$ cat config.mk
export PLATFORM = sky130hd
export DESIGN_NAME = mem_access_unit
export DESIGN_NICKNAME = d
export VERILOG_FILES = /design/src/rtl/mem_access_unit.sv
export SDC_FILE = /design/constraint.sdc
export NUM_CORES = 1
export LEC_CHECK = 0
export BUFFER_PORTS_ARGS = -buffer_cell sky130_fd_sc_hd__buf_2
export CAP_MARGIN = 25
export CORE_MARGIN = 2
export CORE_UTILIZATION = 35
export DETAILED_ROUTE_END_ITERATION = 10
export PLACE_DENSITY = 0.53
export REMOVE_ABC_BUFFERS = 1
export SETUP_SLACK_MARGIN = 0.2
export SYNTH_ARGS = -nofsm -noshare
export SYNTH_HDL_FRONTEND = slang
export SYNTH_SLANG_ARGS = --single-unit
$ cat constraint.sdc
create_clock -name clk -period 10.16 [get_ports clk]
set_clock_uncertainty 0.2 [all_clocks]
set_input_delay 1.524 -clock clk [delete_from_list [all_inputs] [get_ports clk]]
set_output_delay 1.524 -clock clk [all_outputs]
set_load 0.03 [all_outputs]
$ cat src/rtl/mem_access_unit.sv
// mem_access_unit: load/store port to byte-addressed data memory with range/alignment checks, byte-split misaligned accesses and load extension; ports: clk, rst, req_* (MEM-stage request), rsp_* (registered response), misalign_exc/fault_exc/exc_addr (trap pulse), mem_* (data-memory port)
module mem_access_unit #(
  parameter int MEM_BYTES = 100,
  parameter bit SPLIT_MISALIGNED = 1'b1
) (
  input  logic        clk,
  input  logic        rst,
  input  logic        req_valid,
  output logic        req_ready,
  input  logic        req_we,
  input  logic [2:0]  req_mode,
  input  logic [31:0] req_addr,
  input  logic [31:0] req_wdata,
  output logic        rsp_valid,
  output logic [31:0] rsp_rdata,
  output logic        misalign_exc,
  output logic        fault_exc,
  output logic [31:0] exc_addr,
  output logic        mem_rd_en,
  output logic        mem_wr_en,
  output logic [2:0]  mem_mode,
  output logic [31:0] mem_addr,
  output logic [31:0] mem_wdata,
  input  logic [31:0] mem_rdata
);
  typedef enum logic [1:0] {IDLE, SPLIT, RESP, EXC} state_t;
  state_t state, state_nx;
  logic [31:0] base, wd, asm_q, asm_nx;
  logic [2:0] md, sz;
  logic [1:0] k;
  logic we, accept, fault, misal, go, split_go, last, split_act;
  logic [32:0] end_a;
  function automatic logic [31:0] ext(input logic [31:0] d, input logic [2:0] m);
    return m == 3'd0 ? {{24{d[7]}}, d[7:0]} :
           m == 3'd3 ? {24'd0, d[7:0]} :
           m == 3'd1 ? {{16{d[15]}}, d[15:0]} :
           m == 3'd4 ? {16'd0, d[15:0]} : d;
  endfunction
  always_comb begin
    accept = state == IDLE && req_valid;
    sz = req_mode == 3'd2 ? 3'd4 : (req_mode == 3'd1 || req_mode == 3'd4) ? 3'd2 : 3'd1;
    end_a = {1'b0, req_addr} + {30'd0, sz} - 33'd1;
    fault = req_mode > 3'd4 || end_a >= 33'(MEM_BYTES);
    misal = (sz == 3'd2 && req_addr[0]) || (sz == 3'd4 && req_addr[1:0] != 2'd0);
    go = accept && !fault && !misal;
    split_go = accept && !fault && misal && SPLIT_MISALIGNED;
    split_act = state == SPLIT;
    last = k == (md == 3'd2 ? 2'd3 : (md == 3'd1 || md == 3'd4) ? 2'd1 : 2'd0);
    asm_nx = asm_q | ({24'd0, mem_rdata[7:0]} << {k, 3'b0});
  end
  always_ff @(posedge clk) state <= rst ? IDLE : state_nx;
  always_comb begin
    state_nx = state == IDLE  ? (go ? RESP : split_go ? SPLIT : accept ? EXC : IDLE) :
               state == SPLIT ? (last ? RESP : SPLIT) : IDLE;
  end
  always_comb begin
    req_ready = state == IDLE;
    rsp_valid = state == RESP;
    mem_rd_en = (go && !req_we) || (split_act && !we);
    mem_wr_en = (go && req_we) || (split_act && we);
    mem_mode = split_act ? 3'd0 : sz == 3'd4 ? 3'd2 : sz == 3'd2 ? 3'd1 : 3'd0;
    mem_addr = split_act ? base + {30'd0, k} : req_addr;
    mem_wdata = split_act ? (wd >> {k, 3'b0}) & 32'hff : req_wdata;
  end
  always_ff @(posedge clk) begin
    if (rst) begin
      rsp_rdata <= '0;
      exc_addr <= '0;
      fault_exc <= 1'b0;
      misalign_exc <= 1'b0;
      base <= '0;
      wd <= '0;
      md <= '0;
      we <= 1'b0;
      k <= '0;
      asm_q <= '0;
    end else begin
      fault_exc <= accept && fault;
      misalign_exc <= accept && !fault && misal && !SPLIT_MISALIGNED;
      if (accept && !go && !split_go) exc_addr <= req_addr;
      if (go) rsp_rdata <= req_we ? 32'd0 : ext(mem_rdata, req_mode);
      if (split_go) begin
        base <= req_addr;
        wd <= req_wdata;
        md <= req_mode;
        we <= req_we;
        k <= '0;
        asm_q <= '0;
      end
      if (split_act) begin
        k <= k + 2'd1;
        asm_q <= asm_nx;
        if (last) rsp_rdata <= we ? 32'd0 : ext(asm_nx, md);
      end
    end
  end
endmodule
After elaboration in Yosys (flattened, before gate mapping)
Cells that the tools add are included.
Widths: inputs -> output; s select.
{ "word_totals": {"register_bits": 169, "inputBits": 103, "out_inout_bits": 137, "wordCells": 94} }
{ "op_classes": {"addsub": 4, "magnitude_cmp": 2, "eq_ne": 13, "shift": 2, "muxes": 32, "bitwise_logic": 1, "n_reduce_logical": 30} }
{ "ops": {"columns": ["cell", "n"], "rows": [
  ["$mux 32", 17],
  ["$add 32x3->33", 1],
  ["$ge 33x7->1 const B", 1],
  ["$sub 33x1->33 const B", 1],
  ["$add 32x2->32", 1],
  ["$or 32x32->32", 1],
  ["$shl 8x5->32", 1],
  ["$shr 32x5->8", 1],
  ["$mux 2", 12],
  ["$eq 3x2->1 const B", 5],
  ["$logic_and 1x1->1", 13],
  ["$eq 3x3->1 const B", 3],
  ["$eq 3x1->1 const B", 2],
  ["$logic_not 1->1", 6],
  ["$logic_not 3->1", 2],
  ["$logic_or 1x1->1", 6],
  ["$reduce_bool 2->1", 2],
  ["$gt 3x3->1 const B", 1],
  ["$mux 3", 1],
  ["$add 2x1->2 const B", 1],
  ["$eq 2x1->1 const B", 1],
  ["$eq 2x2->1", 1],
  ["$eq 2x2->1 const B", 1],
  ["$logic_not 2->1", 1],
  ["$mux 1", 2]
]} }

Logic depth before layout (Yosys ltp)
Gate-level depths: netlist of run 1.
{ "depth": {"ltp_word": 14, "depth_mapped": 21} }

Worst setup path before layout of run 1
OpenSTA, ideal clock, no wires.
{ "synth_path": {"path_kind": "in2out", "start": "input port req_mode[2]", "end": "output port mem_rd_en", "t_arrival_ns": 5.985, "required_ns": 8.436, "setup_slack_ns": 2.451, "path_stages": 18, "path_buffers": 2, "cell_sequence": "or3_1 -> nand2_1 -> ha_1 -> inv_1 -> ha_1 -> fa_1 -> buf_2 -> a21o_1 -> a311o_2 -> a211oi_4 -> nor2_1 -> a2111oi_2 -> nand4_1 -> or4_1 -> nor4_1 -> clkbuf_1 -> nand2_1 -> o21ai_0"} }
{ "synth_via": {"elab_chain_len": 13, "word_cells_on_any_way": 22} }
{ "synth_lines": {"columns": ["element", "line", "source"], "rows": [
  ["start, declared", "11", "input logic [2:0] req_mode,"],
  ["$eq 3x1->1 or $eq 3x3->1 (tied branches)", "41", "sz = req_mode == 3'd2 ? 3'd4 : (req_mode == 3'd1 || req_mode == 3'd4) ? 3'd2 : 3'd1;"],
  ["$logic_or 1x1->1", "41", null],
  ["$mux 2", "41", null],
  ["$mux 3", "41", null],
  ["$add 32x3->33", "42", "end_a = {1'b0, req_addr} + {30'd0, sz} - 33'd1;"],
  ["$sub 33x1->33", "42", null],
  ["$ge 33x7->1", "43", "fault = req_mode > 3'd4 || end_a >= 33'(MEM_BYTES);"],
  ["$logic_or 1x1->1", "43", null],
  ["$logic_not 1->1", null, null],
  ["$logic_and 1x1->1", null, null],
  ["$logic_and 1x1->1 (*)", "45", "go = accept && !fault && !misal;"],
  ["$logic_and 1x1->1 (*)", "59", "mem_rd_en = (go && !req_we) || (split_act && !we);"],
  ["$logic_or 1x1->1 (*)", "59", null],
  ["end, declared", "19", "output logic mem_rd_en,"]
]} }
Mark *: on every way between the ends. The rest lies on a longest branch, timed or not.

Final worst setup path of run 1
{ "layout_path": {"start": "input port req_mode[1]", "end": "output port mem_rd_en"} }
The elaborated chain is that of the path after synthesis.

==> results.sh, run 1 <==
export IMPL_outcome="finished clean"
export IMPL_hold_path_depth=2
export IMPL_worstMarginPinSlew_ns=0.9962
export IMPL_max_slew_margin_pct=33.03
export IMPL_drt_wirelength_per_cell_um=20.34
export IMPL_io_pins=240
export IMPL_start_util_pct=35.68
export IMPL_hold_slack_ns=0.2565
export IMPL_grt_overflow_total=0
export IMPL_grt_pass1_vias=11400
export IMPL_route_detailed_drc=0
export IMPL_synth_edff_count=0
export IMPL_antenna_found_initial=0
export IMPL_p_per_area_nw_per_um2=141.2
export IMPL_fmax_mhz=120.3
export IMPL_ys_warnings_count=0
export IMPL_final_net_count=1800
export IMPL_finalHoldViolCount=0
export IMPL_netlist_area_um2=11640
export IMPL_synth_ff_type="dfxtp_1"
export IMPL_drtAntennaViolNets=0
export IMPL_setup_viol=0
export IMPL_first_pass_iters=6
export IMPL_cts_sinks=169
export IMPL_setup_tns_ns=0
export IMPL_crit_start="req_mode[1]"
export IMPL_clkLatencyLatePin_ns=0.45
export IMPL_hold_path_class="flop to flop"
export IMPL_cp_arrival_ns=6.59
export IMPL_slew_viol_final=0
export IMPL_vias=12158
export IMPL_viasPerCell=5.751
export IMPL_dp_cells=2082
export IMPL_timing_hold_worst_start="exc_addr[24]"
export IMPL_htree_levels=4
export IMPL_clk_root_buffer_cell="clkbuf_16"
export IMPL_rsz0062_at_grt="false"
export IMPL_cp_required_ns=8.44
export IMPL_cts_setup_buffers=0
export IMPL_n_antenna_cell=0
export IMPL_grt_pass1_wl_mm=66.36
export IMPL_synth_seq_cells=169
export IMPL_timing_rr_start="k[0]"
export IMPL_synth_area_leader_cell="dfxtp_1"
export IMPL_crit_type="input port to output port"
export IMPL_ys_types=87
export IMPL_rr_worst_depth=10
export IMPL_finalPower_mw=1.927
export IMPL_synthCells=1505
export IMPL_syn_avg_cell_area_um2=7.734
export IMPL_path_max_fanout=31
export IMPL_drtIter0Drc=913
export IMPL_yosysMostFrequentCell="nand2_1"
export IMPL_start_kind="input port"
export IMPL_die_x_um=186.4
export IMPL_core_area_um2=32620
export IMPL_grt_usage_pct=24.05
export IMPL_cts_made_buffers=17
export IMPL_final_cell_count_no_fill=2114
export IMPL_period_share_pct=81.81
export IMPL_layout_drive_gt1_share_pct=19.68
export IMPL_cts_clk_slew_worst_paths_ns=0.07
export IMPL_fill_cells=3415
export IMPL_rows=66
export IMPL_cap_violations=0
export IMPL_holdBufCountCts=0
export IMPL_multi_input_area_um2=7521
export IMPL_clk_path_buf_depth=2
export IMPL_hpwl_mm=31.85
export IMPL_fp_dieArea_um2=34730
export IMPL_synth_top_area_share_pct=29.07
export IMPL_leakagePower_nw=5.537
export IMPL_synth_common_cells="197 x nand2_1, 169 x dfxtp_1, 109 x o21ai_0"
export IMPL_critPathCaptureType="output port"
export IMPL_dieHeight_um=186.4
export IMPL_post_cts_resized=0
export IMPL_yosysSeqAreaShare_pct=29.07
export IMPL_cts_tree="done"
export IMPL_portBuffers=237
export IMPL_layout_min_cycle_time_ns=8.312
export IMPL_grt_max_degree=101
export IMPL_gp_congestion=0.9154
export IMPL_ir_worst_vdd_v=0.0001263
export IMPL_final_core_util_pct=41.83
export IMPL_synthArstFlopShare_pct=0
export IMPL_drt_total_wl_mm=43.01
export IMPL_layout_area_overhead_vs_synth_pct=17.21
export IMPL_seq_area_um2=3383
export IMPL_synth_area_leaders="dfxtp_1 29%, nand2_1 6.4%, a31o_1 5.0%, o21ai_0 4.7%, a21oi_1 4.6%"
## metal layers
metal | wire length [um] | GRT usage [%] | vias up
met5 | 0 | 0 | -
met4 | 812 | 7.200 | 0
met3 | 3250 | 5.116 | 40
met2 | 18380 | 35.61 | 478
met1 | 20560 | 34.81 | 5789
li1 | - | - | 5851
## where the power goes
group	switching, mW	internal [mW]	total (mW)
combinational	0.373	0.168	0.541
sequential	0.0156	0.687	0.702
clock	0.311	0.372	0.684
## logic make-up after synthesis
logic type	Yosys count	share of synthesized area, %
fa+ha+maj	38	4.214
compound gates	469	28.16
buf+inv	181	6.697
simple gates	570	24.72
other cells	1	0.03222
flops	169	29.07
mux	42	4.472
xor+xnor	35	2.634
## cell usage in the layout, fill, tap and decap left out, types with 26 or more instances in the layout
cell type    n
buf_2      237
dfxtp_1    169
nor2_1      95
a32o_1      32
ha_1        36
nand3_1     32
nor4b_1     35
and2_1      36
nand2_1    196
a21oi_1    105
mux2i_1     34
o211ai_1    26
a31o_1      66
inv_1       58
o21ai_0    109
nor3_1      59
## final timing paths
kind	to	slack, ns
worst min register to register	exc_addr[24]	0.26
worst max-delay path	mem_rd_en	1.85
worst min-delay path	exc_addr[24]	0.26
worst max register to register	rsp_rdata[23]	6.43
## stage by stage
step | area, um2 | worst slack, ns
3_3_place_gp | 12980 | 1.971
3_5_place_dp | 13040 | 1.846
2_1_floorplan | 11090 | 1.239
6_report | 13640 | 1.848
5_1_grt | 13640 | 1.477
4_1_cts | 13640 | 1.833
## area by class of cell
| class | count | share of cell area (%) |
|---|---|---|
| clock buffer | 17 | 3.118 |
| tap | 442 | 4.054 |
| inverter | 59 | 1.642 |
| multi-input combinational | 1156 | 55.13 |
| timing repair buffer | 256 | 9.950 |
| clock inverter | 15 | 1.311 |
| sequential | 169 | 24.80 |
## critical path, stage by stage
cell       delay [ns]
buf_2            0.20
inv_1            0.13
or3_1            0.40
nand2_1          0.11
ha_1             0.14
inv_1            0.04
ha_1             0.22
fa_1             0.50
a21o_1           0.25
a311o_2          0.49
a211oi_4         0.44
nor3_2           0.10
a2111oi_2        0.37
nand4_1          0.14
or4_1            0.57
nor4_2           0.23
buf_4            0.34
nand2_1          0.09
o21ai_0          0.07
buf_2            0.23
## sequential cells by signal, summed over array words and instances (netlist names)
| name | count |
|---|---|
| md | 3 |
| state | 2 |
| base | 32 |
| asm_q | 32 |
| k | 2 |
| fault_exc | 1 |
| exc_addr | 32 |
| wd | 32 |
| rsp_rdata | 32 |
| we | 1 |
No activity file was read; power rests on OpenSTA's default activity.
==> inputs of run 2 (changes only) <==
- PLACE_DENSITY: 0.53 -> 0.55
- clock period: 10.16 -> 7.55 ns (I/O delays scaled with it)
==> run 2 against run 1 <==
Against the previous run: non-clock buffer count rose by 10; power is 33% higher; worst hold slack worse by 0.00062 ns; clock power rose by 26%; core utilization rose by 0.21 points; global-route usage increased by 0.28 points; routed wire length grew 0.50%; largest cell class unchanged.
==> results.sh, run 2 (synthesized netlist as in run 1, its figures left out) <==
export IMPL_layout_area_overhead_vs_synth_pct=17.80
export IMPL_cts_clk_slew_worst_paths_ns=0.06
export IMPL_grt_pass1_wl_mm=67.34
export IMPL_period_share_pct=93.51
export IMPL_portBuffers=237
export IMPL_setup_viol=0
export IMPL_clkLatencyLatePin_ns=0.44
export IMPL_swShare_pct=36.25
export IMPL_crit_type="input port to output port"
export IMPL_slew_viol_final=0
export IMPL_clk_root_buffer_cell="clkbuf_16"
export IMPL_critPathCaptureType="output port"
export IMPL_layout_drive_gt1_share_pct=20.10
export IMPL_drtIter0Drc=1285
export IMPL_first_pass_iters=6
export IMPL_clk_path_buf_depth=2
export IMPL_drtAntennaViolNets=0
export IMPL_fp_dieArea_um2=34730
export IMPL_htree_levels=4
export IMPL_drt_wirelength_per_cell_um=20.34
export IMPL_core_area_um2=32620
export IMPL_drt_total_wl_mm=43.22
export IMPL_grt_pass1_vias=11566
export IMPL_hold_slack_ns=0.2559
export IMPL_die_x_um=186.4
export IMPL_cp_slowest_cell="or4_1"
export IMPL_internal_power_mw=1.627
export IMPL_layout_setup_ws_ns=0.4901
export IMPL_dieHeight_um=186.4
export IMPL_cap_violations=0
export IMPL_start_util_pct=35.68
export IMPL_rows=66
export IMPL_rsz0062_at_grt="false"
export IMPL_vias=12219
export IMPL_cts_sinks=169
export IMPL_p_per_area_nw_per_um2=186.2
export IMPL_outcome="finished clean"
export IMPL_grt_max_degree=102
export IMPL_hold_path_class="flop to flop"
export IMPL_power_frac_seq_pct=37.0
export IMPL_grt_overflow_total=0
export IMPL_leakagePower_nw=5.581
export IMPL_cp_top_family="simple AND/OR/NAND/NOR gates"
export IMPL_antenna_found_initial=1
export IMPL_start_kind="input port"
export IMPL_max_slew_margin_pct=32.81
export IMPL_critical_path_max_stage_delay_ns=0.57
export IMPL_fmax_mhz=141.6
export IMPL_setup_tns_ns=0
export IMPL_seq_area_um2=3383
export IMPL_cp_arrival_ns=5.73
export IMPL_pwr_share_clk_pct=33.9
export IMPL_path_max_fanout=7
export IMPL_final_cell_mix="236 x buf_2, 196 x nand2_1, 169 x dfxtp_1"
export IMPL_final_net_count=1810
export IMPL_final_common_cell="buf_2"
export IMPL_gp_congestion=0.9729
export IMPL_fill_cells=3405
export IMPL_layout_min_cycle_time_ns=7.060
export IMPL_multi_input_area_um2=7522
export IMPL_comb_power_share_pct=29.1
export IMPL_worstMarginPinSlew_ns=1.006
export IMPL_ir_worst_vdd_v=0.0001628
export IMPL_stdcell_area_um2=13710
export IMPL_cts_tree="done"
export IMPL_route_detailed_drc=0
export IMPL_cp_required_ns=6.22
export IMPL_dpl_worst_slack_ns=0.2521
export IMPL_grt_usage_pct=24.33
export IMPL_finalPower_mw=2.553
export IMPL_io_pins=240
export IMPL_critical_path_cell_chain="buf_2 > or3_1 > nand2_1 > ha_1 > inv_1 > ha_1 > fa_2 > a21o_1 > a311o_2 > a211oi_4 > nor3_2 > a2111oi_2 > nand4_1 > or4_1 > nor4_2 > buf_4 > nand2_1 > o21ai_0 > buf_4"
export IMPL_rrSetupSlack_ns=4.16
export IMPL_viasPerCell=5.750
export IMPL_cts_made_buffers=17
export IMPL_switching_power_uw=925.6
export IMPL_hpwl_mm=31.72
export IMPL_place_area_um2=13060
export IMPL_finalHoldViolCount=0
export IMPL_crit_buf_inv=4
==> run 2: final timing paths <==
check,from,to,cells after the start
worst max-delay path,req_mode[2],mem_rd_en,19
worst min-delay path,exc_addr[3],exc_addr[3],2
worst max register to register,k[1],rsp_rdata[8],6
worst min register to register,exc_addr[3],exc_addr[3],2
==> run 2: stage by stage <==
step / instances / utilization (%)
global placement: 2085 / 40.01
global route: 2124 / 42.03
detailed placement: 2086 / 40.03
CTS: 2118 / 41.78
finish: 2125 / 42.04
floorplan: 1384 / -
==> run 2: final cells by class <==
type                    count  share of cell area [%]
multi-input cells        1156                   54.86
clock buffers              20                   3.258
diodes                      1                 0.01825
flip-flops and latches    169                   24.67
repair buffers            266                   10.64
inverters                  59                   1.633
well taps                 442                   4.033
clock inverters            12                  0.8851
==> run 2: repair_timing <==
action	CTS	global route
endpoints found under the setup margin	0	2
setup buffers	0	3
gates resized for setup	0	3
hold buffers	0	0
==> run 2: layer usage <==
layer / track usage [%] / vias to the layer above / share of wire [%]
li1: - / 5880 / -
met1: 35.75 / 5882 / 48
met2: 36.09 / 410 / 43
met3: 4.495 / 47 / 6.7
met4: 6.862 / 0 / 2.1
met5: 0 / - / 0
==> run 2: worst min-delay path: stages (launching register included) <==
cell	delay, ns
dfxtp_1	0.31
nand2_1	0.05
mux2i_1	0.05
==> run 2: power groups by stage <==
stage	logic, mW	registers, mW	clock network [mW]
3_5_place_dp	0.723	0.968	0
2_1_floorplan	0.417	1.02	0
4_1_cts	0.726	0.948	0.881
5_1_grt	0.804	0.948	0.917
6_report	0.744	0.944	0.864
3_3_place_gp	0.725	0.967	0
==> inputs of run 3 (changes only) <==
- CORE_ASPECT_RATIO: default -> 0.9
==> run 3 against run 2 <==
Against the previous run: core utilization shrank 0.49 points; routed wire length increased by 2.8%; sequential cell count is the same; sequential power is essentially flat; sequential share of layout area increased by 0.10 points; clock power up 5.2%; combinational power shrank 0.8%; critical path depth down 1; first-iteration DRC count fell by 25%; maximum frequency increased by 0.60%; cell count fell by 1.1%; critical endpoint unchanged.
==> results.sh, run 3 (synthesized netlist as in run 1, its figures left out) <==
export IMPL_viasPerCell=5.882
export IMPL_clk_root_buffer_cell="clkbuf_16"
export IMPL_layout_drive_gt1_share_pct=20.07
export IMPL_cts_made_buffers=17
export IMPL_crit_buf_inv=3
export IMPL_rr_worst_depth=9
export IMPL_start_kind="input port"
export IMPL_layout_setup_ws_ns=0.5324
export IMPL_grt_usage_pct=25.28
export IMPL_cts_tree="done"
export IMPL_cp_slowest_cell="or4_1"
export IMPL_rrSetupSlack_ns=3.58
export IMPL_drt_wirelength_per_cell_um=21.15
export IMPL_cp_arrival_ns=5.69
export IMPL_holdBufCountCts=0
export IMPL_final_common_cell="buf_2"
export IMPL_outcome="finished clean"
export IMPL_final_cell_mix="237 x buf_2, 196 x nand2_1, 169 x dfxtp_1"
export IMPL_vias=12358
export IMPL_worstMarginPinSlew_ns=1.060
export IMPL_grt_max_degree=92
export IMPL_max_slew_margin_pct=29.22
export IMPL_rsz0062_at_grt="false"
export IMPL_grt_pass1_vias=11528
export IMPL_dieHeight_um=177.0
export IMPL_crit_start="req_mode[2]"
export IMPL_gp_congestion=0.9552
export IMPL_io_pins=240
export IMPL_fmax_mhz=142.5
export IMPL_grt_pass1_wl_mm=68.13
export IMPL_leakagePower_nw=5.568
export IMPL_n_antenna_cell=0
export IMPL_cp_top_family="simple AND/OR/NAND/NOR gates"
export IMPL_final_net_count=1807
export IMPL_critPathCaptureType="output port"
export IMPL_portBuffers=237
export IMPL_slew_viol_final=0
export IMPL_path_max_fanout=7
export IMPL_route_detailed_drc=0
export IMPL_dpl_worst_slack_ns=0.2260
export IMPL_die_x_um=196.2
export IMPL_finalHoldViolCount=0
export IMPL_crit_end="mem_rd_en"
export IMPL_clkLatencyLatePin_ns=0.46
export IMPL_cts_sinks=169
export IMPL_cap_violations=0
export IMPL_cp_required_ns=6.22
export IMPL_hold_path_class="flop to flop"
export IMPL_drtAntennaViolNets=0
export IMPL_grt_overflow_total=0
export IMPL_hpwl_mm=32.50
export IMPL_r2r_end="rsp_rdata[14]"
export IMPL_cp_depth=18
export IMPL_rows=63
export IMPL_clk_path_buf_depth=2
export IMPL_layout_min_cycle_time_ns=7.018
export IMPL_timing_rr_start="k[1]"
export IMPL_start_util_pct=35.41
export IMPL_period_share_pct=92.95
export IMPL_fp_dieArea_um2=34730
export IMPL_cts_clk_slew_worst_paths_ns=0.07
export IMPL_core_area_um2=32870
export IMPL_first_pass_iters=5
export IMPL_htree_levels=4
export IMPL_ir_worst_vdd_v=0.0001661
export IMPL_antenna_found_initial=0
export IMPL_critical_path_cell_chain="buf_2 > or3_1 > nand2_1 > ha_1 > inv_1 > ha_1 > fa_2 > a21o_1 > a311o_2 > a211oi_4 > nor2_1 > a2111oi_2 > nand4_1 > or4_1 > nor4_4 > nand2_1 > o21ai_0 > buf_2"
export IMPL_drt_total_wl_mm=44.43
export IMPL_final_core_util_pct=41.54
export IMPL_critical_path_max_stage_delay_ns=0.59
export IMPL_setup_viol=0
export IMPL_drtIter0Drc=962
export IMPL_layout_area_overhead_vs_synth_pct=17.32
export IMPL_p_per_area_nw_per_um2=189.7
export IMPL_crit_type="input port to output port"
==> run 3: cell types whose count changed in the layout (fill, tap and decap cells not counted), moves of 2 or more <==
cell      before  now
clkinv_2       3    0
clkbuf_1       2    0
buf_6          0    2
inv_6          1    3
inv_8          0    5
buf_4         25   23
clkinv_4       5    3
==> run 3: layout make-up <==
cell class                 count  area, um2
clock buffer                  18      439.2
clock inverter                14      148.9
fill                        3521      19210
inverter                      59      224.0
multi-input combinational   1156       7531
sequential                   169       3383
tap                          422      528.0
timing repair buffer         263       1401
==> run 3: where the power goes <==
part	total (mW)	internal, mW	switching (mW)
registers	0.943	0.924	0.0197
clock network	0.909	0.452	0.457
logic	0.738	0.231	0.507
total	2.59	1.61	0.984
==> run 3: tightest hold or removal path, stage by stage (launching register included) <==
cell and delay, ns:
dfxtp_1 0.31, nand2_1 0.05, mux2i_1 0.05
==> run 3: repair_timing <==
| action | in CTS | in global routing |
|---|---|---|
| setup buffers | 0 | 1 |
| endpoints found under the setup margin | 0 | 2 |
| resized for setup | 0 | 3 |
==> run 3: how the worst min path moves through the flow <==
stage / cells past startpoint / end / start
6_report: 2 / exc_addr[24] / exc_addr[24]
4_1_cts: 2 / exc_addr[24] / exc_addr[24]
3_5_place_dp: 2 / exc_addr[2] / exc_addr[2]
3_3_place_gp: 2 / exc_addr[6] / exc_addr[6]
2_1_floorplan: 1 / wd[16] / wd[16]
5_1_grt: 2 / exc_addr[6] / exc_addr[6]
==> run 3: per-layer routing <==
layer  GRT usage [%]  up-vias  part of all wire [%]
met3           4.364       54                   6.7
met5               0        -                     0
met2           36.49      420                    42
li1                -     5869                     -
met1           37.92     6015                    49
met4           7.734        0                   2.1
==> run 3: stage by stage <==
stage	power (mW)	hold slack, ns	cells	cell area [um2]	setup TNS (ns)
after floorplan	1.436	0.2441	1384	11090	-14.03
after global placement	1.692	0.2421	2065	13010	0
after detailed placement	1.692	0.2469	2068	13040	0
after CTS	2.604	0.2590	2100	13630	0
after global routing	2.713	0.2737	2101	13660	0
final	2.590	0.2554	2101	13660	0
